## config.mk

```make
export PLATFORM = sky130hd
export DESIGN_NAME = hazard_ctrl
export DESIGN_NICKNAME = d
export VERILOG_FILES = /design/src/rtl/hazard_ctrl.sv
export SDC_FILE = /design/constraint.sdc
export NUM_CORES = 1
export LEC_CHECK = 0
export BUFFER_PORTS_ARGS = -buffer_cell sky130_fd_sc_hd__buf_2
export CORE_MARGIN = 2
export CORE_UTILIZATION = 47
export CTS_BUF_LIST = sky130_fd_sc_hd__clkbuf_16
export DETAILED_ROUTE_END_ITERATION = 6
export PLACE_DENSITY_LB_ADDON = 0.2
export REMOVE_ABC_BUFFERS = 1
export SYNTH_ARGS = -nofsm -noshare
export SYNTH_HDL_FRONTEND = slang
export SYNTH_SLANG_ARGS = --single-unit
```

## constraint.sdc

```tcl
create_clock -name CLK -period 1.95 [get_ports CLK]
set_input_delay 0.2925 -clock CLK [delete_from_list [all_inputs] [get_ports CLK]]
set_output_delay 0.2925 -clock CLK [all_outputs]
set_load 0.01 [all_outputs]
```

## src/rtl/hazard_ctrl.sv

```systemverilog
// Pipeline hazard controller: load-use / RAW stall, memory-miss freeze, branch squash,
// EX operand forwarding select and a stall-length watchdog.
module hazard_ctrl #(
  parameter int REG_AW    = 5,
  parameter int FWD_EN    = 1,
  parameter int MAX_STALL = 15,
  parameter int BR_FLUSH  = 2
) (
  input  logic              CLK,
  input  logic              RST,
  input  logic              id_valid,
  input  logic              id_rs_use,
  input  logic              id_rt_use,
  input  logic [REG_AW-1:0] id_rs,
  input  logic [REG_AW-1:0] id_rt,
  input  logic              ex_valid,
  input  logic              ex_wr,
  input  logic              ex_memread,
  input  logic [REG_AW-1:0] ex_dst,
  input  logic              mem_valid,
  input  logic              mem_wr,
  input  logic              mem_req,
  input  logic              mem_hit,
  input  logic [REG_AW-1:0] mem_dst,
  input  logic [REG_AW-1:0] wb_dst,
  input  logic              wb_wr,
  input  logic              br_taken,
  output logic              pc_en,
  output logic              ifid_en,
  output logic              idex_en,
  output logic              exmem_en,
  output logic              ifid_flush,
  output logic              idex_flush,
  output logic [1:0]        fwd_a,
  output logic [1:0]        fwd_b,
  output logic [7:0]        stall_cnt,
  output logic              wdog
);

  typedef enum logic [1:0] {
    RUN      = 2'd0,
    LU_STALL = 2'd1,
    MEM_WAIT = 2'd2,
    FLUSH    = 2'd3
  } state_t;

  localparam logic [7:0] MAX_STALL_C = 8'(MAX_STALL);

  state_t            state_q, state_d;
  logic              br_held_q, br_held_d;
  logic [7:0]        stall_cnt_q, stall_cnt_d;
  logic              wdog_q, wdog_d;
  logic [REG_AW-1:0] ex_rs_q, ex_rs_d;
  logic [REG_AW-1:0] ex_rt_q, ex_rt_d;
  logic              ex_rs_use_q, ex_rs_use_d;
  logic              ex_rt_use_q, ex_rt_use_d;

  logic ex_prod, mem_prod, miss, raw_hz, any_stall;
  logic rs_ex, rt_ex, rs_mem, rt_mem;

  // Register 0 never produces a dependency.
  function automatic logic src_match(input logic use_bit, input logic prod_ok,
                                     input logic [REG_AW-1:0] src,
                                     input logic [REG_AW-1:0] dst);
    return use_bit && prod_ok && (src != {REG_AW{1'b0}}) && (src == dst);
  endfunction

  assign ex_prod  = ex_valid && ex_wr;
  assign mem_prod = mem_valid && mem_wr;
  assign miss     = mem_req && !mem_hit;
  assign rs_ex    = src_match(id_rs_use, ex_prod, id_rs, ex_dst);
  assign rt_ex    = src_match(id_rt_use, ex_prod, id_rt, ex_dst);
  assign rs_mem   = src_match(id_rs_use, mem_prod, id_rs, mem_dst);
  assign rt_mem   = src_match(id_rt_use, mem_prod, id_rt, mem_dst);

  // Without forwarding every in-flight producer blocks decode; with it only a load in EX does.
  assign raw_hz = (FWD_EN != 0) ? (id_valid && ex_memread && (rs_ex || rt_ex))
                                : (id_valid && (rs_ex || rt_ex || rs_mem || rt_mem));

  always_comb begin
    state_d    = state_q;
    br_held_d  = br_held_q;
    pc_en      = 1'b1;
    ifid_en    = 1'b1;
    idex_en    = 1'b1;
    exmem_en   = 1'b1;
    ifid_flush = 1'b0;
    idex_flush = 1'b0;
    case (state_q)
      RUN, LU_STALL: begin
        if (miss) begin
          pc_en     = 1'b0;
          ifid_en   = 1'b0;
          idex_en   = 1'b0;
          exmem_en  = 1'b0;
          br_held_d = br_taken;
          state_d   = MEM_WAIT;
        end else if (br_taken) begin
          ifid_flush = 1'b1;
          idex_flush = (BR_FLUSH == 2);
          br_held_d  = 1'b0;
          state_d    = FLUSH;
        end else if (raw_hz && !((state_q == LU_STALL) && (FWD_EN != 0))) begin
          // With forwarding the bubble is exactly one cycle, so LU_STALL never re-stalls.
          pc_en      = 1'b0;
          ifid_en    = 1'b0;
          idex_flush = 1'b1;
          br_held_d  = 1'b0;
          state_d    = LU_STALL;
        end else begin
          br_held_d = 1'b0;
          state_d   = RUN;
        end
      end
      MEM_WAIT: begin
        if (!mem_hit) begin
          pc_en     = 1'b0;
          ifid_en   = 1'b0;
          idex_en   = 1'b0;
          exmem_en  = 1'b0;
          br_held_d = br_held_q || br_taken;
        end else if (br_held_q || br_taken) begin
          ifid_flush = 1'b1;
          idex_flush = (BR_FLUSH == 2);
          br_held_d  = 1'b0;
          state_d    = FLUSH;
        end else begin
          br_held_d = 1'b0;
          state_d   = RUN;
        end
      end
      FLUSH: begin
        if (miss) begin
          pc_en     = 1'b0;
          ifid_en   = 1'b0;
          idex_en   = 1'b0;
          exmem_en  = 1'b0;
          br_held_d = br_taken;
          state_d   = MEM_WAIT;
        end else begin
          br_held_d = 1'b0;
          state_d   = RUN;
        end
      end
      default: begin
        br_held_d = 1'b0;
        state_d   = RUN;
      end
    endcase
  end

  // Stall-length counter and sticky watchdog.
  always_comb begin
    any_stall = !(pc_en && ifid_en && idex_en && exmem_en);
    if (any_stall) begin
      if (stall_cnt_q == 8'hFF) begin
        stall_cnt_d = stall_cnt_q;
      end else begin
        stall_cnt_d = stall_cnt_q + 8'd1;
      end
    end else begin
      stall_cnt_d = 8'd0;
    end
    wdog_d = wdog_q || (stall_cnt_d >= MAX_STALL_C);
  end

  // Shadow of the ID/EX source fields so forwarding can look at the EX-stage operands.
  always_comb begin
    ex_rs_d     = ex_rs_q;
    ex_rt_d     = ex_rt_q;
    ex_rs_use_d = ex_rs_use_q;
    ex_rt_use_d = ex_rt_use_q;
    if (idex_en) begin
      if (idex_flush || !id_valid) begin
        ex_rs_d     = {REG_AW{1'b0}};
        ex_rt_d     = {REG_AW{1'b0}};
        ex_rs_use_d = 1'b0;
        ex_rt_use_d = 1'b0;
      end else begin
        ex_rs_d     = id_rs;
        ex_rt_d     = id_rt;
        ex_rs_use_d = id_rs_use;
        ex_rt_use_d = id_rt_use;
      end
    end else begin
      ex_rs_d     = ex_rs_q;
      ex_rt_d     = ex_rt_q;
      ex_rs_use_d = ex_rs_use_q;
      ex_rt_use_d = ex_rt_use_q;
    end
  end

  // Operand select: the younger producer (EX/MEM) wins over MEM/WB.
  always_comb begin
    fwd_a = 2'b00;
    fwd_b = 2'b00;
    if (FWD_EN != 0) begin
      if (src_match(ex_rs_use_q, mem_prod, ex_rs_q, mem_dst)) begin
        fwd_a = 2'b01;
      end else if (src_match(ex_rs_use_q, wb_wr, ex_rs_q, wb_dst)) begin
        fwd_a = 2'b10;
      end else begin
        fwd_a = 2'b00;
      end
      if (src_match(ex_rt_use_q, mem_prod, ex_rt_q, mem_dst)) begin
        fwd_b = 2'b01;
      end else if (src_match(ex_rt_use_q, wb_wr, ex_rt_q, wb_dst)) begin
        fwd_b = 2'b10;
      end else begin
        fwd_b = 2'b00;
      end
    end else begin
      fwd_a = 2'b00;
      fwd_b = 2'b00;
    end
  end

  // State and bookkeeping registers.
  always_ff @(posedge CLK) begin
    if (RST) begin
      state_q     <= RUN;
      br_held_q   <= 1'b0;
      stall_cnt_q <= 8'd0;
      wdog_q      <= 1'b0;
      ex_rs_q     <= {REG_AW{1'b0}};
      ex_rt_q     <= {REG_AW{1'b0}};
      ex_rs_use_q <= 1'b0;
      ex_rt_use_q <= 1'b0;
    end else begin
      state_q     <= state_d;
      br_held_q   <= br_held_d;
      stall_cnt_q <= stall_cnt_d;
      wdog_q      <= wdog_d;
      ex_rs_q     <= ex_rs_d;
      ex_rt_q     <= ex_rt_d;
      ex_rs_use_q <= ex_rs_use_d;
      ex_rt_use_q <= ex_rt_use_d;
    end
  end

  assign stall_cnt = stall_cnt_q;
  assign wdog      = wdog_q;

endmodule

```

==> results of run 1 <==
## cell type report
| type | count | area share [%] |
|---|---|---|
| flip-flops and latches | 24 | 20.0 |
| repair buffers | 80 | 19.5 |
| well taps | 48 | 2.46 |
| inverters | 6 | 0.923 |
| multi-input cells | 188 | 52.7 |
| clock inverters | 1 | 1.23 |
| clock buffers | 3 | 3.08 |
## stage by stage
stage | power [mW] | hold slack [ps] | worst slack, ps | TNS [ps]
floorplan | 0.676 | 362 | 9.64 | 0
global placement | 0.800 | 457 | -40.8 | -119
detailed placement | 0.804 | 458 | -53.5 | -181
CTS | 1.40 | 241 | -21.0 | -39.3
global route | 1.46 | 261 | -87.1 | -200
finish | 1.40 | 247 | -20.4 | -42.7
## sequential cells by signal (all words and copies together), names as in the netlist
| signal | flops |
|---|---|
| ex_rs_use_q | 1 |
| wdog | 1 |
| ex_rs_q | 5 |
| ex_rt_use_q | 1 |
| ex_rt_q | 5 |
| state_q | 2 |
| stall_cnt | 8 |
| br_held_q | 1 |
## worst max-delay path, cell delays in order
cell	delay, ps
sky130_fd_sc_hd__buf_6	90
sky130_fd_sc_hd__or4_4	530
sky130_fd_sc_hd__a21oi_4	200
sky130_fd_sc_hd__nor3_2	70
sky130_fd_sc_hd__o211a_4	240
sky130_fd_sc_hd__nand2b_4	130
sky130_fd_sc_hd__buf_6	120
## synth_stat cells, types with 2 or more instances
cell,instances
sky130_fd_sc_hd__clkbuf_1,8
sky130_fd_sc_hd__and4_1,3
sky130_fd_sc_hd__nand3_1,8
sky130_fd_sc_hd__nand4_1,4
sky130_fd_sc_hd__nor2b_1,2
sky130_fd_sc_hd__xnor2_1,19
sky130_fd_sc_hd__nand2_1,45
sky130_fd_sc_hd__nor3_2,2
sky130_fd_sc_hd__a21oi_1,5
sky130_fd_sc_hd__buf_4,2
sky130_fd_sc_hd__or4_1,2
sky130_fd_sc_hd__and2_1,2
sky130_fd_sc_hd__a31oi_1,4
sky130_fd_sc_hd__xor2_1,10
sky130_fd_sc_hd__nor3_1,20
sky130_fd_sc_hd__nand2b_1,3
sky130_fd_sc_hd__dfxtp_1,24
sky130_fd_sc_hd__o21ai_2,10
sky130_fd_sc_hd__nor2_1,11
sky130_fd_sc_hd__mux2i_1,2
sky130_fd_sc_hd__or4_4,2
sky130_fd_sc_hd__inv_1,6
sky130_fd_sc_hd__nor4_2,2
sky130_fd_sc_hd__nor4_1,5
sky130_fd_sc_hd__o21ai_0,7
sky130_fd_sc_hd__a211oi_1,3
## path summary, 6_finish.rpt
kind / from / endpoint / cells after the start / slack, ps
max: id_rt[3] / idex_flush / 7 / -20
min: mem_hit / br_held_q / 2 / 250
max reg2reg: state_q[0] / stall_cnt[6] / 7 / 220
min reg2reg: ex_rs_use_q / ex_rs_use_q / 2 / 480
## cells in the final DEF, fill, tap and decap left out, types with 3 or more instances in the layout
cell type / n
sky130_fd_sc_hd__buf_2: 54
sky130_fd_sc_hd__nand2_1: 45
sky130_fd_sc_hd__buf_4: 23
sky130_fd_sc_hd__dfxtp_1: 21
sky130_fd_sc_hd__xnor2_1: 19
sky130_fd_sc_hd__nor3_1: 18
sky130_fd_sc_hd__nor2_1: 11
sky130_fd_sc_hd__o21ai_2: 11
sky130_fd_sc_hd__xor2_1: 10
sky130_fd_sc_hd__nand3_1: 8
sky130_fd_sc_hd__inv_1: 6
sky130_fd_sc_hd__o21ai_0: 5
sky130_fd_sc_hd__a21oi_1: 5
sky130_fd_sc_hd__or4_4: 4
sky130_fd_sc_hd__nand4_1: 4
sky130_fd_sc_hd__nor3_2: 4
sky130_fd_sc_hd__a31oi_1: 4
sky130_fd_sc_hd__nor4_1: 3
sky130_fd_sc_hd__and4_1: 3
sky130_fd_sc_hd__a211oi_1: 3
sky130_fd_sc_hd__clkbuf_16: 3
sky130_fd_sc_hd__buf_6: 3
## routing by layer
layer | global-route usage, % | part of all wire [%] | vias up
met5 | 0 | 0 | -
met4 | 5.21 | 0.64 | 0
met3 | 2.91 | 4.2 | 4
met2 | 33.7 | 46 | 48
met1 | 29.3 | 49 | 829
li1 | - | - | 957
## cell families after synthesis
| kind of cell | synth area share [%] |
|---|---|
| AO/OA/AOI/OAI | 18.9 |
| XOR/XNOR | 14.4 |
| adder cells (fa/ha/maj) | 0.709 |
| buffers and inverters | 4.46 |
| flip-flops | 27.2 |
| multiplexers | 1.13 |
| AND/OR/NAND/NOR | 33.2 |
## power by group through the flow
stage | Clock, mW | Sequential [mW] | Combinational, mW
after detailed placement | 0 | 0.534 | 0.270
after floorplan | 0 | 0.533 | 0.143
after CTS | 0.591 | 0.524 | 0.283
after global routing | 0.611 | 0.525 | 0.329
after global placement | 0 | 0.534 | 0.267
final | 0.579 | 0.523 | 0.299
## what timing repair did
action                                  4_1_cts  5_1_grt
cloned                                        0        0
endpoints found under the setup margin        5        7
resized for setup                            10       15
pin swaps                                     4        7
setup buffers                                 1        3
==> run summary, run 1 <==
The share of total power dissipated in the clock network is 41.3%. The maximum ir drop on the vdd rail is 0.000321 V, and the ratio of cells with drive above 1 in the final layout is 39.7%. The initial cell density of the core is 48.6%, and the height of the chip is 65.3 µm. The count of input and output buffers is 57.

Across the whole layout, storage elements account for 489 µm². The per-cell via count in the routed design came out at 5.25. Summing over every cut layer, the via total after detailed routing is 1838. The multi-input combinational cells in the finished layout cover a total of 0.00129 mm². STA classifies the critical path startpoint as an input port. Measured against its own limit, the worst slew margin works out to 73.5%. For the internal portion of total power, the log shows 1.06 mW. For the slack of the critical path, the log shows -20.4 ps. The tree built by TritonCTS fans out to 24 sinks. The run gives 1680 ps as the worst endpoint data arrival time.

On the final layout, the worst clock skew is 7.01 ps. Areal power density over the cells: 574 mW/mm². The checks that failed: negative setup slack. Switching share of power: 24.2%. Number of buffers inserted during clock tree synthesis: 3.

The max-capacitance violation count was 0. Global routing used 20.9% of the available tracks. The top achievable clock speed is 508 MHz. The worst setup path is captured at an output port. The cell total after placement was 342; the remaining global-route overflow was 0. For the final routed DRC violation total, the log shows 0.

The logs give 67.2% for the post-route core utilization and 343 for the number of nets in the final layout. Max-slew violation total from the final report: 0. The classification of the worst-slack hold path was input port to register. At the end of routability-driven placement, the weighted congestion stood at 0.856. Summed over all layers, the routed wires come to 4380 µm. For the number of synthesis warnings, the log shows 0. Of the total power, registers draw 37.3%. The post-route fraction of the period consumed by the critical path is 101%.

TritonCTS built the clock tree. The primary flip-flop cell chosen by synthesis mapping was sky130_fd_sc_hd__dfxtp_1. The combinational power share is 21.4%. Category of the most critical setup path: input port to output port. The leakage power figure is 1.03 nW, and the layout filler cell count is 340.

For this run, asynchronously set or reset flops after synthesis account for 0%. Once detail routing completed, the nets flagged for antenna violations numbered 0. In this run the standard cell core region covers 0.00363 mm².

The clock reaches the later pin of the worst-skew pair after 260 ps. The count of flip-flops with a built-in enable after synthesis is 0, and the area share of the leading cell type in the synthesized netlist is 27.2%. The mean cell area of the mapped netlist is 7.71 µm². 58 I/O pins were placed. The tools report the synthesized instance count as 229. Setup repair after global routing could not meet its margin everywhere. Data on the critical path is required at its endpoint by 1660 ps. The final routed wire length divided by cell count came out at 12.5 µm. After routing the design area is 0.00244 mm². The first global-routing pass estimated 7180 µm of wire. From synthesis to final layout, the design area changed by 38.3%.

Cell area after technology mapping: 0.00177 mm². The tools report the full die area as 0.00426 mm². The detailed router finished its first iteration with 86 violations.

The number of buffers on the longest clock path was 2; the instance area after placement was 0.00220 mm². The level count of the clock H-tree is 1, and the clock-pin slew on the worst setup and hold paths is 70 ps. After floorplanning, the core was divided into 22 placement rows. At the pin with the least slew margin, the transition time is 397 ps.

The maximum net fanout on the critical path is 2, and the total of flip-flops plus latches after synthesis is 24. The tools report the initial antenna violation count as 0. The run finished, with violations left. The repair_antennas step left the layout with diodes totalling 0. The tools report the final instance count without filler cells as 350. Setup violations remaining at the end of the flow were counted as 3. For the finished layout, the period the worst path requires is 1970 ps. The die is 65.3 µm wide. The run gives 0 as the final number of hold-violating endpoints. The sequential cell area fraction in the yosys report is 27.2%. The number of distinct library cells after synthesis came out at 44. Detailed placement finished with a half-perimeter wire length of 3350 µm. The synthesized design spends more area on one cell type than any other, namely sky130_fd_sc_hd__dfxtp_1. For this run, the detailed router's first-pass iteration total came to 4. The run gives 0.340 mW as the net switching power of the design.

By area the synthesized netlist is led by sky130_fd_sc_hd__dfxtp_1 (27%), sky130_fd_sc_hd__nand2_1 (9.6%), sky130_fd_sc_hd__xnor2_1 (9.4%). The largest net degree at the start of global routing is 19. The number of global-route vias before repair is 1665. In this run the clock root is driven by a sky130_fd_sc_hd__clkbuf_16.

The total of hold buffers inserted after clock tree synthesis is 0.
No activity file was read; power rests on OpenSTA's default activity.
==> inputs of run 2 (changes only) <==
RECOVER_POWER = 100   (was unset)
==> run 2 against run 1 <==
The flow still finishes with violations (negative setup slack). First-iteration DRC count down 3.5%. Global-route usage did not move. Flip-flop and latch count is the same. Setup slack worse by 2.2 ps. Power decreased by 0.47%. Final cell count is the same. Via count is 0.33% higher. Clock skew hardly changed. Largest cell class unchanged. Largest power group unchanged.
==> run summary, run 2 (synthesis results as in run 1) <==
The number of diodes added for antenna fixing came out at 0 (unchanged). The number of nets in the final layout was 343 (unchanged); the switching share of power was 24.2% (about the same). Most used cells in the layout excluding fill and tap cells: sky130_fd_sc_hd__buf_2 (47), sky130_fd_sc_hd__nand2_1 (45), sky130_fd_sc_hd__dfxtp_1 (21) (was sky130_fd_sc_hd__buf_2 (54), sky130_fd_sc_hd__nand2_1 (45), sky130_fd_sc_hd__buf_4 (23)). The max-capacitance violation count was 0 (unchanged).

The tools report the remaining global-route overflow as 0 (unchanged). The run gives 0.856 (unchanged) as the routability congestion estimate. The tools report the start point of the worst min-delay path as mem_hit (unchanged). The met1 wire length was 2170 µm (was 2140 µm). The area inside the core boundary was 0.00363 mm² (unchanged).

The run gives 37.5% (was 37.3%) as the sequential share of power. The final routed wire length divided by cell count is 12.5 µm (about the same). The total length of routed met3 wires was 208 µm (was 184 µm); the number of cell instances on the worst register-to-register path was 7 (unchanged).

The maximum net fanout on the critical path is 2 (unchanged), and the routed length on met2 is 1970 µm (was 2020 µm). Kind of end point of the critical path: an output port (unchanged). Violated checks: negative setup slack (unchanged).

Final critical delay including setup and external delays: 1970 ps (about the same). Largest net degree at the start of global routing: 19 (unchanged). Beginning of the worst register-to-register path: state_q[1] (was state_q[0]). The internal portion of total power is 1.06 mW (about the same). The width of the die is 65.3 µm (unchanged), and the level count of the clock H-tree is 1 (unchanged). The post-place setup slack came out at -53.5 ps (unchanged). Number of buffers inserted during clock tree synthesis: 3 (unchanged). The tools report the leakage power figure as 0.974 nW (was 1.03 nW). The tools report the clock insertion delay at the later pin of the skew report as 260 ps (about the same). The slack of the critical path was -22.7 ps (was -20.4 ps). For the initial cell density of the core, the log shows 48.6% (unchanged). Height of the chip: 65.3 µm (unchanged). The combinational power share was 21.1% (was 21.4%). The logs give 507 MHz (was 508 MHz) for the top achievable clock speed and 0 (unchanged) for the final number of hold-violating endpoints. The per-cell via count in the routed design came out at 5.27 (was 5.25). Clock tree root driver cell: sky130_fd_sc_hd__clkbuf_16 (unchanged). The type of origin of the critical path was an input port (unchanged). The category of the most critical setup path is input port to output port (unchanged).

The logs give 2 (unchanged) for the number of buffers on the longest clock path and 41.4% (was 41.3%) for the clock share of power. The worst-case register-to-register setup slack is 170 ps (was 220 ps). The full die area was 0.00426 mm² (unchanged); the depth of the worst hold-timing path was 2 (unchanged). For the global-route wire length before repair, the log shows 7180 µm (unchanged). The ratio of cells with drive above 1 in the final layout is 34.4% (was 39.7%).

Classification of the worst-slack hold path: input port to register (unchanged). The number of nets with antenna violations after routing is 0 (unchanged), and the clock-pin slew on the worst setup and hold paths is 60 ps (was 70 ps). Number of search-and-repair iterations in the first detailed-routing pass: 4 (unchanged).

The max-slew violation total from the final report is 0 (unchanged), and the placed wire-length estimate after detailed placement is 3350 µm (unchanged). The end of the worst register-to-register path was stall_cnt[6] (unchanged). Number of global-route vias before repair: 1665 (unchanged). The number of flip-flops in the largest register is 8 (unchanged).

The flow ran to the end, but the final reports show violations. The transition time of the tightest slew-check pin was 401 ps (was 397 ps). The logs give 24 (unchanged) for the total number of clock tree sinks and 1680 ps (about the same) for the worst endpoint data arrival time. TritonCTS built the clock tree. The final routed DRC violation total is 0 (unchanged). The run gives 73.2% (was 73.5%) as the tightest slew margin relative to the limit. The clock skew after layout is 7.26 ps (was 7.01 ps). The run gives 3 (unchanged) as the number of endpoints failing setup at the final stage.

The run gives 22 (unchanged) as the number of placement rows. The run gives 58 (unchanged) as the count of boundary I/O pins. The data required time at the worst endpoint is 1660 ps (about the same), and the starting DRC count in detailed routing is 83 (was 86). The total of hold buffers inserted after clock tree synthesis is 0 (unchanged), and the layout overhead on the synthesized area is 35.6% (was 38.3%).

The areal power density over the cells was 582 mW/mm² (was 574 mW/mm²). Topmost layer with routed signal wires: met4 (unchanged). The overall global routing resource usage is 20.9% (unchanged), and the post-route fraction of the period consumed by the critical path is 101% (about the same). The worst-case hold path end point is br_held_q (unchanged).

Total vias in the final route: 1844 (was 1838). Leading cell type in the layout, fill and taps excluded: sky130_fd_sc_hd__buf_2 (unchanged). For the final wirelength, the log shows 4380 µm (about the same). Setup repair after global routing could not meet its margin everywhere. The initial antenna violation count came out at 0 (unchanged). The count of input and output buffers works out to 57 (unchanged).

The maximum ir drop on the vdd rail is 0.000320 V (was 0.000321 V), and the total power is 1.39 mW (was 1.40 mW). The net switching power of the design came out at 0.337 mW (was 0.340 mW).
==> run 2: critical path: stages <==
cell and delay [ps]:
sky130_fd_sc_hd__buf_6 90, sky130_fd_sc_hd__or4_4 530, sky130_fd_sc_hd__a21oi_4 200, sky130_fd_sc_hd__nor3_2 70, sky130_fd_sc_hd__o211a_4 240, sky130_fd_sc_hd__nand2b_4 130, sky130_fd_sc_hd__buf_6 120
==> run 2: power groups by stage <==
stage	registers [mW]	clock network, mW	logic, mW
3_5_place_dp	0.534	0	0.270
4_1_cts	0.524	0.591	0.283
5_1_grt	0.525	0.611	0.323
2_1_floorplan	0.533	0	0.143
6_report	0.523	0.578	0.294
3_3_place_gp	0.534	0	0.267
==> run 2: worst max-delay path by stage <==
| stage | start | end | cells after the start |
|---|---|---|---|
| after floorplan | id_rt[0] | wdog | 5 |
| after global placement | id_rt[0] | pc_en | 6 |
| after detailed placement | id_rt[0] | idex_flush | 7 |
| after CTS | id_rt[3] | idex_flush | 7 |
| after global routing | ex_rs_q[1] | fwd_a[1] | 5 |
| final | id_rt[3] | idex_flush | 7 |
==> run 2: per-layer routing <==
layer	up-vias	track usage, %
li1	961	-
met1	821	29.3
met5	-	0
met3	6	2.91
met2	56	33.7
met4	0	5.21
==> run 2: metrics by stage <==
stage / setup TNS, ps / instance area (µm²) / cells / utilization, % / hold WS (ps)
floorplan: 0 / 1710 / 218 / - / 362
global placement: -119 / 2200 / 342 / 60.5 / 457
detailed placement: -181 / 2200 / 342 / 60.5 / 458
CTS: -39.3 / 2350 / 347 / 64.7 / 241
global route: -299 / 2390 / 350 / 65.9 / 261
finish: -45.0 / 2390 / 350 / 65.9 / 248
==> run 2: final cells by class <==
| class | count | area (µm²) |
|---|---|---|
| Multi-Input combinational cell | 188 | 1270 |
| Inverter | 6 | 22.5 |
| Clock inverter | 1 | 30.0 |
| Timing Repair Buffer | 80 | 452 |
| Fill cell | 356 | 1240 |
| Clock buffer | 3 | 75.1 |
| Tap cell | 48 | 60.1 |
| Sequential cell | 24 | 489 |
==> run 2: repair_timing <==
item                                    in CTS  in global routing
endpoints found under the setup margin       5                  7
resized for setup                           10                 15
pin swaps                                    4                  7
buffers inserted                             1                  3
